<file path="src/rtl/mem_stage_pkg.sv">
// mem_stage_pkg: shared state encoding and control-bit indices for the
// memory-access stage.
package mem_stage_pkg;

  // Legacy-compatible raw encodings, reused by the enum below
  localparam logic [0:0] S_IDLE = 1'b0;
  localparam logic [0:0] S_BUSY = 1'b1;

  typedef enum logic [0:0] {IDLE = S_IDLE, BUSY = S_BUSY} state_t;

  // M control bit positions
  localparam int M_JUMP     = 3;
  localparam int M_BRANCH   = 2;
  localparam int M_MEMREAD  = 1;
  localparam int M_MEMWRITE = 0;

  // WB control bit positions
  localparam int WB_REGWRITE = 0;
  localparam int WB_MEMTOREG = 1;
  localparam int WB_LINK     = 2;

  // Word accesses only: low two address bits must be clear
  function automatic logic is_aligned(input logic [1:0] a);
    return a == 2'b00;
  endfunction

endpackage

</file>
<file path="src/rtl/mem_stage_if.sv">
// mem_stage_if: req/ack data-memory port. master = pipeline stage,
// slave = memory.
interface mem_stage_if #(parameter int DATA_W = 32);
  logic              dmem_req;
  logic              dmem_we;
  logic [DATA_W-1:0] dmem_addr;
  logic [DATA_W-1:0] dmem_wdata;
  logic              dmem_ack;
  logic [DATA_W-1:0] dmem_rdata;

  modport master (output dmem_req, dmem_we, dmem_addr, dmem_wdata,
                  input  dmem_ack, dmem_rdata);
  modport slave  (input  dmem_req, dmem_we, dmem_addr, dmem_wdata,
                  output dmem_ack, dmem_rdata);
endinterface

</file>
<file path="src/rtl/mem_stage_dmem_if.sv">
// dmem_if: IDLE/BUSY access FSM, request registers and ack handling.
// Optional feature macro: MEM_TIMEOUT_EN (aborts an access after TIMEOUT
// BUSY cycles without ack).
module dmem_if
  import mem_stage_pkg::*;
#(
  parameter int DATA_W  = 32,
  parameter int TIMEOUT = 255
) (
  input  logic              clk,
  input  logic              rst,
  input  logic              i_start,
  input  logic              i_we,
  input  logic [DATA_W-1:0] i_addr,
  input  logic [DATA_W-1:0] i_wdata,
  mem_stage_if.master       bus,
  output logic              o_busy,
  output logic              o_done,
  output logic              o_timeout,
  output logic              o_we
);

  state_t            r_state;
  logic              r_we;
  logic [DATA_W-1:0] r_addr;
  logic [DATA_W-1:0] r_wdata;

  assign o_busy = (r_state == BUSY);
  // Ack only counts while an access is outstanding; stray acks in IDLE drop
  assign o_done = o_busy & bus.dmem_ack;
  assign o_we   = r_we;

  assign bus.dmem_req   = o_busy;
  assign bus.dmem_we    = r_we;
  assign bus.dmem_addr  = r_addr;
  assign bus.dmem_wdata = r_wdata;

`ifdef MEM_TIMEOUT_EN
  localparam int CNT_W = ($clog2(TIMEOUT + 1) < 8) ? 8 : $clog2(TIMEOUT + 1);
  logic [CNT_W-1:0] r_cnt;

  // Fires in the TIMEOUT-th BUSY cycle so req is high exactly TIMEOUT cycles
  assign o_timeout = o_busy & ~bus.dmem_ack & (r_cnt == CNT_W'(TIMEOUT - 1));

  // Count BUSY cycles of the current access
  always_ff @(posedge clk) begin
    if (rst || !o_busy) r_cnt <= '0;
    else                r_cnt <= r_cnt + 1'b1;
  end
`else
  assign o_timeout = 1'b0;
`endif

  // Access FSM; request fields are frozen for the whole BUSY period
  always_ff @(posedge clk) begin
    if (rst) begin
      r_state <= IDLE;
      r_we    <= 1'b0;
      r_addr  <= '0;
      r_wdata <= '0;
    end else begin
      case (r_state)
        IDLE: if (i_start) begin
          r_state <= BUSY;
          r_we    <= i_we;
          r_addr  <= i_addr;
          r_wdata <= i_wdata;
        end
        BUSY: if (o_done || o_timeout) r_state <= IDLE;
        default: r_state <= IDLE;
      endcase
    end
  end

endmodule

</file>
<file path="src/rtl/mem_stage.sv">
// mem_stage: MEM stage of the 5-stage pipeline. Branch/jump resolution,
// load/store shadow registers and the MEM/WB pipeline register.
// Optional feature macro: MEM_TIMEOUT_EN (handled inside dmem_if).
module mem_stage
  import mem_stage_pkg::*;
#(
  parameter int DATA_W  = 32,
  parameter int TIMEOUT = 255
) (
  input  logic              clk,
  input  logic              rst,
  input  logic [2:0]        WB_in,
  input  logic [3:0]        M_in,
  input  logic [DATA_W-1:0] alu_in,
  input  logic [DATA_W-1:0] wd_in,
  input  logic [4:0]        rd_rt_in,
  input  logic [DATA_W-1:0] branch_pc_in,
  input  logic [DATA_W-1:0] jump_addr_in,
  input  logic [DATA_W-1:0] pc_in,
  output logic              stall,
  mem_stage_if.master       dmem,
  output logic              redirect,
  output logic [DATA_W-1:0] redirect_pc,
  output logic              mem_err,
  output logic [2:0]        WB_out,
  output logic [DATA_W-1:0] rdata_out,
  output logic [DATA_W-1:0] alu_out,
  output logic [DATA_W-1:0] pc_out,
  output logic [4:0]        rd_rt_out
);

  logic              w_memop, w_aligned, w_start, w_busy, w_done, w_timeout;
  logic              w_we, w_taken;
  logic [DATA_W-1:0] w_target;

  logic [2:0]        r_sh_wb;
  logic [4:0]        r_sh_rd;
  logic [DATA_W-1:0] r_sh_alu, r_sh_pc;

  assign w_memop   = M_in[M_MEMREAD] | M_in[M_MEMWRITE];
  assign w_aligned = is_aligned(alu_in[1:0]);
  assign w_start   = ~rst & ~w_busy & w_memop & w_aligned;
  assign w_taken   = M_in[M_JUMP] | (M_in[M_BRANCH] & (alu_in == '0));
  assign w_target  = M_in[M_JUMP] ? jump_addr_in : branch_pc_in;

  // Stall drops in the ack/timeout cycle so EX/MEM advances on that edge
  assign stall = ~rst & (w_start | (w_busy & ~w_done & ~w_timeout));

  dmem_if #(.DATA_W(DATA_W), .TIMEOUT(TIMEOUT)) u_dmem_if (
    .clk       (clk),
    .rst       (rst),
    .i_start   (w_start),
    .i_we      (M_in[M_MEMWRITE]),   // read+write together acts as a write
    .i_addr    (alu_in),
    .i_wdata   (wd_in),
    .bus       (dmem),
    .o_busy    (w_busy),
    .o_done    (w_done),
    .o_timeout (w_timeout),
    .o_we      (w_we)
  );

  // Capture the instruction's writeback fields when its access starts
  always_ff @(posedge clk) begin
    if (rst) begin
      r_sh_wb  <= '0;
      r_sh_rd  <= '0;
      r_sh_alu <= '0;
      r_sh_pc  <= '0;
    end else if (w_start) begin
      r_sh_wb  <= WB_in;
      r_sh_rd  <= rd_rt_in;
      r_sh_alu <= alu_in;
      r_sh_pc  <= pc_in;
    end
  end

  // MEM/WB register plus one-cycle redirect and error pulses
  always_ff @(posedge clk) begin
    if (rst) begin
      WB_out      <= '0;
      rdata_out   <= '0;
      alu_out     <= '0;
      pc_out      <= '0;
      rd_rt_out   <= '0;
      redirect    <= 1'b0;
      redirect_pc <= '0;
      mem_err     <= 1'b0;
    end else begin
      redirect <= 1'b0;
      mem_err  <= 1'b0;
      if (w_busy) begin
        if (w_done) begin
          WB_out    <= r_sh_wb;
          rd_rt_out <= r_sh_rd;
          alu_out   <= r_sh_alu;
          pc_out    <= r_sh_pc;
          rdata_out <= w_we ? '0 : dmem.dmem_rdata;
        end else begin
          // Bubble every waiting cycle so WB never commits twice
          WB_out  <= '0;
          mem_err <= w_timeout;
        end
      end else if (w_memop) begin
        // Start (bubble) or misaligned (suppressed) access
        WB_out    <= '0;
        rdata_out <= '0;
        rd_rt_out <= rd_rt_in;
        alu_out   <= alu_in;
        pc_out    <= pc_in;
        mem_err   <= ~w_aligned;
      end else begin
        WB_out      <= WB_in;
        rdata_out   <= '0;
        rd_rt_out   <= rd_rt_in;
        alu_out     <= alu_in;
        pc_out      <= pc_in;
        redirect    <= w_taken;
        redirect_pc <= w_target;
      end
    end
  end

endmodule
</file>
<file path="src/flat_wrapper.sv">
// flat-port wrapper written by rule: the top's interface ports become plain ports
module mem_stage_flat import mem_stage_pkg::*;
#(
  parameter int DATA_W  = 32,
  parameter int TIMEOUT = 255
)
  (clk, rst, WB_in, M_in, alu_in, wd_in, rd_rt_in, branch_pc_in, jump_addr_in, pc_in, stall, redirect, redirect_pc, mem_err, WB_out, rdata_out, alu_out, pc_out, rd_rt_out, dmem_dmem_req, dmem_dmem_we, dmem_dmem_addr, dmem_dmem_wdata, dmem_dmem_ack, dmem_dmem_rdata);
  mem_stage_if #(.DATA_W(DATA_W)) dmem_i ();
  input  logic clk;
  input  logic rst;
  input  logic [2:0] WB_in;
  input  logic [3:0] M_in;
  input  logic [DATA_W-1:0] alu_in;
  input  logic [DATA_W-1:0] wd_in;
  input  logic [4:0] rd_rt_in;
  input  logic [DATA_W-1:0] branch_pc_in;
  input  logic [DATA_W-1:0] jump_addr_in;
  input  logic [DATA_W-1:0] pc_in;
  output logic stall;
  output logic redirect;
  output logic [DATA_W-1:0] redirect_pc;
  output logic mem_err;
  output logic [2:0] WB_out;
  output logic [DATA_W-1:0] rdata_out;
  output logic [DATA_W-1:0] alu_out;
  output logic [DATA_W-1:0] pc_out;
  output logic [4:0] rd_rt_out;
  output wire logic [$bits(dmem_i.dmem_req)-1:0] dmem_dmem_req;
  output wire logic [$bits(dmem_i.dmem_we)-1:0] dmem_dmem_we;
  output wire logic [$bits(dmem_i.dmem_addr)-1:0] dmem_dmem_addr;
  output wire logic [$bits(dmem_i.dmem_wdata)-1:0] dmem_dmem_wdata;
  input wire logic [$bits(dmem_i.dmem_ack)-1:0] dmem_dmem_ack;
  input wire logic [$bits(dmem_i.dmem_rdata)-1:0] dmem_dmem_rdata;
  assign dmem_dmem_req = dmem_i.dmem_req;
  assign dmem_dmem_we = dmem_i.dmem_we;
  assign dmem_dmem_addr = dmem_i.dmem_addr;
  assign dmem_dmem_wdata = dmem_i.dmem_wdata;
  assign dmem_i.dmem_ack = dmem_dmem_ack;
  assign dmem_i.dmem_rdata = dmem_dmem_rdata;
  mem_stage #(.DATA_W(DATA_W), .TIMEOUT(TIMEOUT)) u_core (.clk(clk), .rst(rst), .WB_in(WB_in), .M_in(M_in), .alu_in(alu_in), .wd_in(wd_in), .rd_rt_in(rd_rt_in), .branch_pc_in(branch_pc_in), .jump_addr_in(jump_addr_in), .pc_in(pc_in), .stall(stall), .dmem(dmem_i), .redirect(redirect), .redirect_pc(redirect_pc), .mem_err(mem_err), .WB_out(WB_out), .rdata_out(rdata_out), .alu_out(alu_out), .pc_out(pc_out), .rd_rt_out(rd_rt_out));
endmodule
</file>
<file path="config.mk">
export PLATFORM = sky130hd
export DESIGN_NAME = mem_stage_flat
export DESIGN_NICKNAME = d
export VERILOG_FILES = /design/src/rtl/mem_stage_pkg.sv /design/src/rtl/mem_stage_if.sv /design/src/rtl/mem_stage_dmem_if.sv /design/src/rtl/mem_stage.sv /design/src/flat_wrapper.sv
export SDC_FILE = /design/constraint.sdc
export NUM_CORES = 1
export LEC_CHECK = 0
export CAP_MARGIN = 20
export CORE_MARGIN = 10
export CORE_UTILIZATION = 40
export DETAILED_ROUTE_END_ITERATION = 8
export PLACE_DENSITY = 0.73
export SETUP_SLACK_MARGIN = 0.5
export SYNTH_ARGS = -nofsm -noshare
export SYNTH_HDL_FRONTEND = slang
export SYNTH_SLANG_ARGS = --single-unit
</file>
<file path="constraint.sdc">
create_clock -name clk -period 1.45 [get_ports clk]
set_input_delay 0.2175 -clock clk [delete_from_list [all_inputs] [get_ports clk]]
set_output_delay 0.2175 -clock clk [all_outputs]
set_load 0.05 [all_outputs]
</file>
Word-level counts from Yosys, hierarchy flattened
Index checks and enable logic that the tools add are counted.
{"block": "classes", "n_eq_ne": 1, "n_mux": 14, "bitwise": 15, "n_reduce_logical": 7}
{"op": "2-to-1 mux 32 bit", "count": 6}
{"op": "zero test 32 bit", "count": 1}
{"op": "2-to-1 mux 5 bit", "count": 2}
{"op": "2-to-1 mux 3 bit", "count": 3}
{"op": "AND 1 bit", "count": 7}
{"op": "OR reduction 3 bit", "count": 2}
{"op": "inverter 1 bit", "count": 5}
{"op": "AND reduction 2 bit", "count": 2}
{"op": "OR 1 bit", "count": 3}
{"op": "zero test 2 bit", "count": 1}
{"op": "2-to-1 mux 1 bit", "count": 2}
{"op": "!= test 2 x 1 -> 1 bit, second input constant", "count": 1}
{"op": "one-hot mux 1 bit (2 select lines)", "count": 1}
{"op": "OR reduction 2 bit", "count": 1}
{"block": "totals", "reg_bits": 276, "inputBits": 207, "output_inout_bits": 205, "word_cells": 53}

Logic depth before layout (Yosys ltp)
{"block": "logic_depth", "word_depth": 6, "mapped_depth": 7, "mapped_depth_nobuf": 4}

By module
From an unflattened synthesis, not the netlist that was laid out.
{"block": "hier_totals", "hier_cells": 1238, "hier_area_um2": 11442.2}
{"mod": "mem_stage", "n_inst": 1, "cells_each": 934, "area_per_inst_um2": 8424.3, "seq_area_each_um2": 4204.0}
{"mod": "dmem_if", "n_inst": 1, "cells_each": 304, "area_per_inst_um2": 3017.9, "seq_area_each_um2": 1321.3}

Worst setup path before layout
OpenSTA, ideal clock, no wires.
{"block": "synth_timing", "path_kind": "register to output", "startpoint": "register u_core.u_dmem_if.r_state (netlist: u_core.u_dmem_if.bus.dmem_req)", "endpoint": "output stall", "t_arrival_ns": 1.960, "t_required_ns": 1.233, "slack_ns": -0.728, "path_stages_with_launch": 5, "path_buffers": 2, "cell_sequence": "dfxtp_1 -> buf_2 -> buf_2 -> nand2b_1 -> a21oi_1"}
{"block": "synth_via", "elab_chain_len": 6, "word_cells_on_any_way": 9, "cone_classes": "bitwise (9)"}
{"item": "start: declaration", "line": "mem_stage_dmem_if.sv:23", "rtl": "state_t r_state;"}
{"item": "start signal: assignment", "line": "mem_stage_dmem_if.sv:57", "rtl": "r_state <= IDLE;"}
{"item": "start signal: assignment", "line": "mem_stage_dmem_if.sv:64", "rtl": "r_state <= BUSY;"}
{"item": "start signal: assignment", "line": "mem_stage_dmem_if.sv:69", "rtl": "BUSY: if (o_done || o_timeout) r_state <= IDLE;"}
{"item": "inverter 1 bit", "line": "mem_stage.sv:42", "rtl": "assign w_start = ~rst & ~w_busy & w_memop & w_aligned;"}
{"item": "AND 1 bit (3 in a row)", "line": "mem_stage.sv:42"}
{"item": "OR 1 bit *", "line": "mem_stage.sv:47", "rtl": "assign stall = ~rst & (w_start | (w_busy & ~w_done & ~w_timeout));"}
{"item": "AND 1 bit *", "line": "mem_stage.sv:47"}
{"item": "end: declaration", "line": "flat_wrapper.sv:19", "rtl": "output logic stall;"}
Mark *: on every way between the ends. The rest lies on a longest branch, timed or not.

Worst setup path in the final report
Ends and elaborated chain as after synthesis.

==> results.tsv <==
stage	metric	value	unit
timing	RSZ-0062 raised after global routing	yes	
clock_tree	H-Tree Level Count	1	
power_and_ir_drop	Leakage	8.04	nW
power_and_ir_drop	switching share of power	27.8	%
floorplanning	Placeable Area	0.0260	mm²
worst_setup_path	RR Endpoint	u_core.u_dmem_if.bus.dmem_addr[16]	
global_routing	first-pass GRT wire length	63.1	mm
timing	final period utilization	124	%
timing	final hold slack	0.113	ns
synth	EDFF count, synth	0	
synth	area leader, netlist	dfxtp_1	
placement	RePlAce Congestion	0.820	
placement	# placed instances	1901	
cells_and_area	final core occ	78.9	%
worst_setup_path	CP startpoint	u_core.u_dmem_if.bus.dmem_req	
cells_and_area	Post-Layout Cell Count	2041	
drt	Post-DRT Antenna Nets	0	
worst_setup_path	CP Capture Type	primary output	
synth	post-synth cell types	24	
synth	post-synth top area share	52.4	%
placement	port bufs	411	
worst_setup_path	kind of critical path	reg -> out	
cells_and_area	Layout Nets	1889	
global_routing	GRT Util Overall	23.6	%
power_and_ir_drop	IR drop worst, VDD	0.800	mV
synth	Async SR Flop Fraction	0	%
status	violated checks	setup timing	
timing	measured slew at the worst slew-check pin	0.382	ns
synth	post-synth net total	1387	
power_and_ir_drop	power after layout	0.0199	W
synth	Yosys Warn Count	0	
worst_setup_path	arrival time at the worst endpoint	1.58	ns
synth	Netlist Area Pre-Place	0.0105	mm²
worst_setup_path	last element of the critical path	stall	
cells_and_area	area grow syn2layout	94.6	%
cells_and_area	Filler Cells Inserted	1514	
timing	Final Worst Setup Slack	-0.345	ns
synth	Post-Syn Area per Cell	8.93	µm²
drt	Post-Route WL	46.0	mm
worst_setup_path	CP Data Required Time	1.23	ns
timing	Clock Skew	0.00877	ns
floorplanning	Die Y	182	µm
clock_tree	clock-pin transition on the worst setup and hold timing paths	0.06	ns
worst_setup_path	R2R setup slack	-0.24	ns
status	status	finished with violations	
worst_setup_path	reg2reg path depth	9	
clock_tree	root buf cell	clkbuf_16	
drt	routed vias	10900	
worst_setup_path	worst r2r src	u_core.u_dmem_if.bus.dmem_req	
power_and_ir_drop	Psw	0.00553	W
timing	f_max	0.557	GHz
clock_tree	CTS tree	built	
drt	DRC	0	
drt	vias per cell	5.33	
timing	Final Hold Fails	0	
synth	register bit total from synthesis	276	
power_and_ir_drop	Sequential Power Share	41.3	%
worst_setup_path	CP startpoint kind	flop	
min_path	worst hold path type	in -> reg	
drt	Detailed Route Iter0 Violations	596	
clock_tree	Clock Tree Buf Depth	3	
global_routing	vias in the first global route	10900	
timing	final worst path period need	1.79	ns
clock_tree	clock latency on the worst-skew pair	0.54	ns
synth	Synth area leaders	dfxtp_1 52%, mux2i_1 9.6%, nand2_1 8.4%	
clock_tree	Post-CTS Hold Buffers	0	
global_routing	initial antenna violation count	3	
power_and_ir_drop	Comb power frac	21.8	%
drt	routed length per instance	22.6	µm
floorplanning	initial core utilization	40.6	%
drt	drt pass-1 iters	5	
cells_and_area	layout cell share with drive strength beyond 1	38.6	%
global_routing	largest net degree at the start of global routing	73	
global_routing	GRT overflow	0	
placement	hpwl dp	28.3	mm
synth	Post-synth top cells	276 x dfxtp_1, 237 x nand2_1, 167 x a21oi_1	
floorplanning	I/O Pins	412	
synth	post-synthesis sequential area ratio	52.4	%
floorplanning	area of the die	0.0332	mm²
clock_tree	# clock sinks	276	
timing	Slew headroom	74.6	%
job	Max Cap Violations	0	
power_and_ir_drop	Power Dens Cells	969	mW/mm²
timing	setup violators final	139	
synth	cell with the most instances after synthesis	dfxtp_1	
power_and_ir_drop	Pint	0.0143	W
synth	ys flop type	dfxtp_1	
clock_tree	Num CTS Buffers	29	
floorplanning	Die X	182	µm
power_and_ir_drop	clock network power share	36.9	%
synth	synthesized instance count	1180	
worst_setup_path	maximum fanout along the worst path	4	
timing	Final Max Tran Viols	0	
floorplanning	std cell rows	59	
worst min-delay path by stage:
| stage | start | cells after the start | slack [ns] | end |
|---|---|---|---|---|
| finish | dmem_dmem_ack | 3 | 0.11 | u_core.WB_out[0] |
| CTS | dmem_dmem_ack | 3 | 0.09 | u_core.WB_out[0] |
| global route | dmem_dmem_ack | 3 | 0.11 | u_core.pc_out[28] |
| floorplan | M_in[0] | 2 | 0.35 | u_core.u_dmem_if.bus.dmem_we |
| global placement | u_core.r_sh_wb[1] | 2 | 0.44 | u_core.r_sh_wb[1] |
| detailed placement | u_core.r_sh_pc[19] | 2 | 0.45 | u_core.r_sh_pc[19] |
worst max-delay path: stages, from the launching register on:
cell and delay [ns]:
dfxtp_4 0.36, nor2_4 0.09, nand3b_1 0.14, buf_6 0.16, a21oi_4 0.12, buf_6 0.17
registers in the layout (all words and copies together), names as in the netlist:
signal	flops
u_core.pc_out	32
u_core.u_dmem_if.bus.dmem_wdata	32
u_core.redirect_pc	32
u_core.r_sh_wb	3
u_core.WB_out	3
u_core.u_dmem_if.bus.dmem_addr	32
u_core.rd_rt_out	5
u_core.alu_out	32
u_core.u_dmem_if.bus.dmem_we	1
u_core.r_sh_rd	5
u_core.u_dmem_if.bus.dmem_req	1
u_core.redirect	1
u_core.r_sh_alu	32
u_core.r_sh_pc	32
u_core.mem_err	1
u_core.rdata_out	32
power groups by stage:
stage	registers, W	clock network [W]	logic [W]
after CTS	0.00818	0.00738	0.00400
after global placement	0.00834	0	0.00373
after floorplan	0.00908	0	0.000937
final	0.00820	0.00733	0.00434
after detailed placement	0.00836	0	0.00377
after global routing	0.00823	0.00770	0.00452
per-stage QoR:
step / setup TNS, ns / instance area (µm²) / worst slack (ns)
after CTS: -12.93 / 19300 / -0.381
after global placement: -39.25 / 17400 / -0.480
after detailed placement: -46.56 / 17400 / -0.476
after floorplan: 0 / 11000 / 0.0498
after global routing: -23.67 / 20500 / -0.421
final: -15.95 / 20500 / -0.345
cell usage in the layout (no fill, tap or decap), types with 51 or more instances in the layout:
cell type        synthesis  final
dfxtp_1                276    208
buf_12                   0    207
nand2_1                237    186
clkdlybuf4s50_1          0    174
nor2_1                 106    104
mux2i_1                101    101
buf_4                    8     91
a21oi_1                167     88
a21oi_2                  0     78
a211oi_1               101     73
dfxtp_2                  0     51
cell type report:
class                           instances  area [µm²]  area share, %
Antenna cell                            3        7.51         0.0366
Clock buffer                           43         860           4.19
Clock inverter                          9        73.8          0.360
Multi-Input combinational cell        802        5320           26.0
Sequential cell                       276        5650           27.6
Tap cell                              335         419           2.04
Timing Repair Buffer                  573        8170           39.8
layer usage:
layer  routed length, µm  track usage (%)  vias to the layer above
met5                  13                0                        -
met4                1440             7.78                        2
met3                3850             7.79                       84
met2               23600             42.0                      452
met1               17100             25.9                     5257
li1                    -                -                     5077
cells by family (layout without fill, tap and decap cells):
group | Yosys count | in the layout | share of synthesized area, %
AOI/OAI and AO/OA | 272 | 272 | 15.5
muxes | 101 | 101 | 9.59
other | 0 | 3 | 0
and+or+nand+nor | 429 | 429 | 17.8
DFF | 276 | 276 | 52.4
buffers and inverters | 102 | 625 | 4.69
timing repair:
action,in CTS,in global routing
endpoints found under the setup margin,480,480
gates resized for setup,106,240
gates cloned,17,12
pin swaps,26,35
buffers inserted,24,32
(Power assumes the default switching activity.)
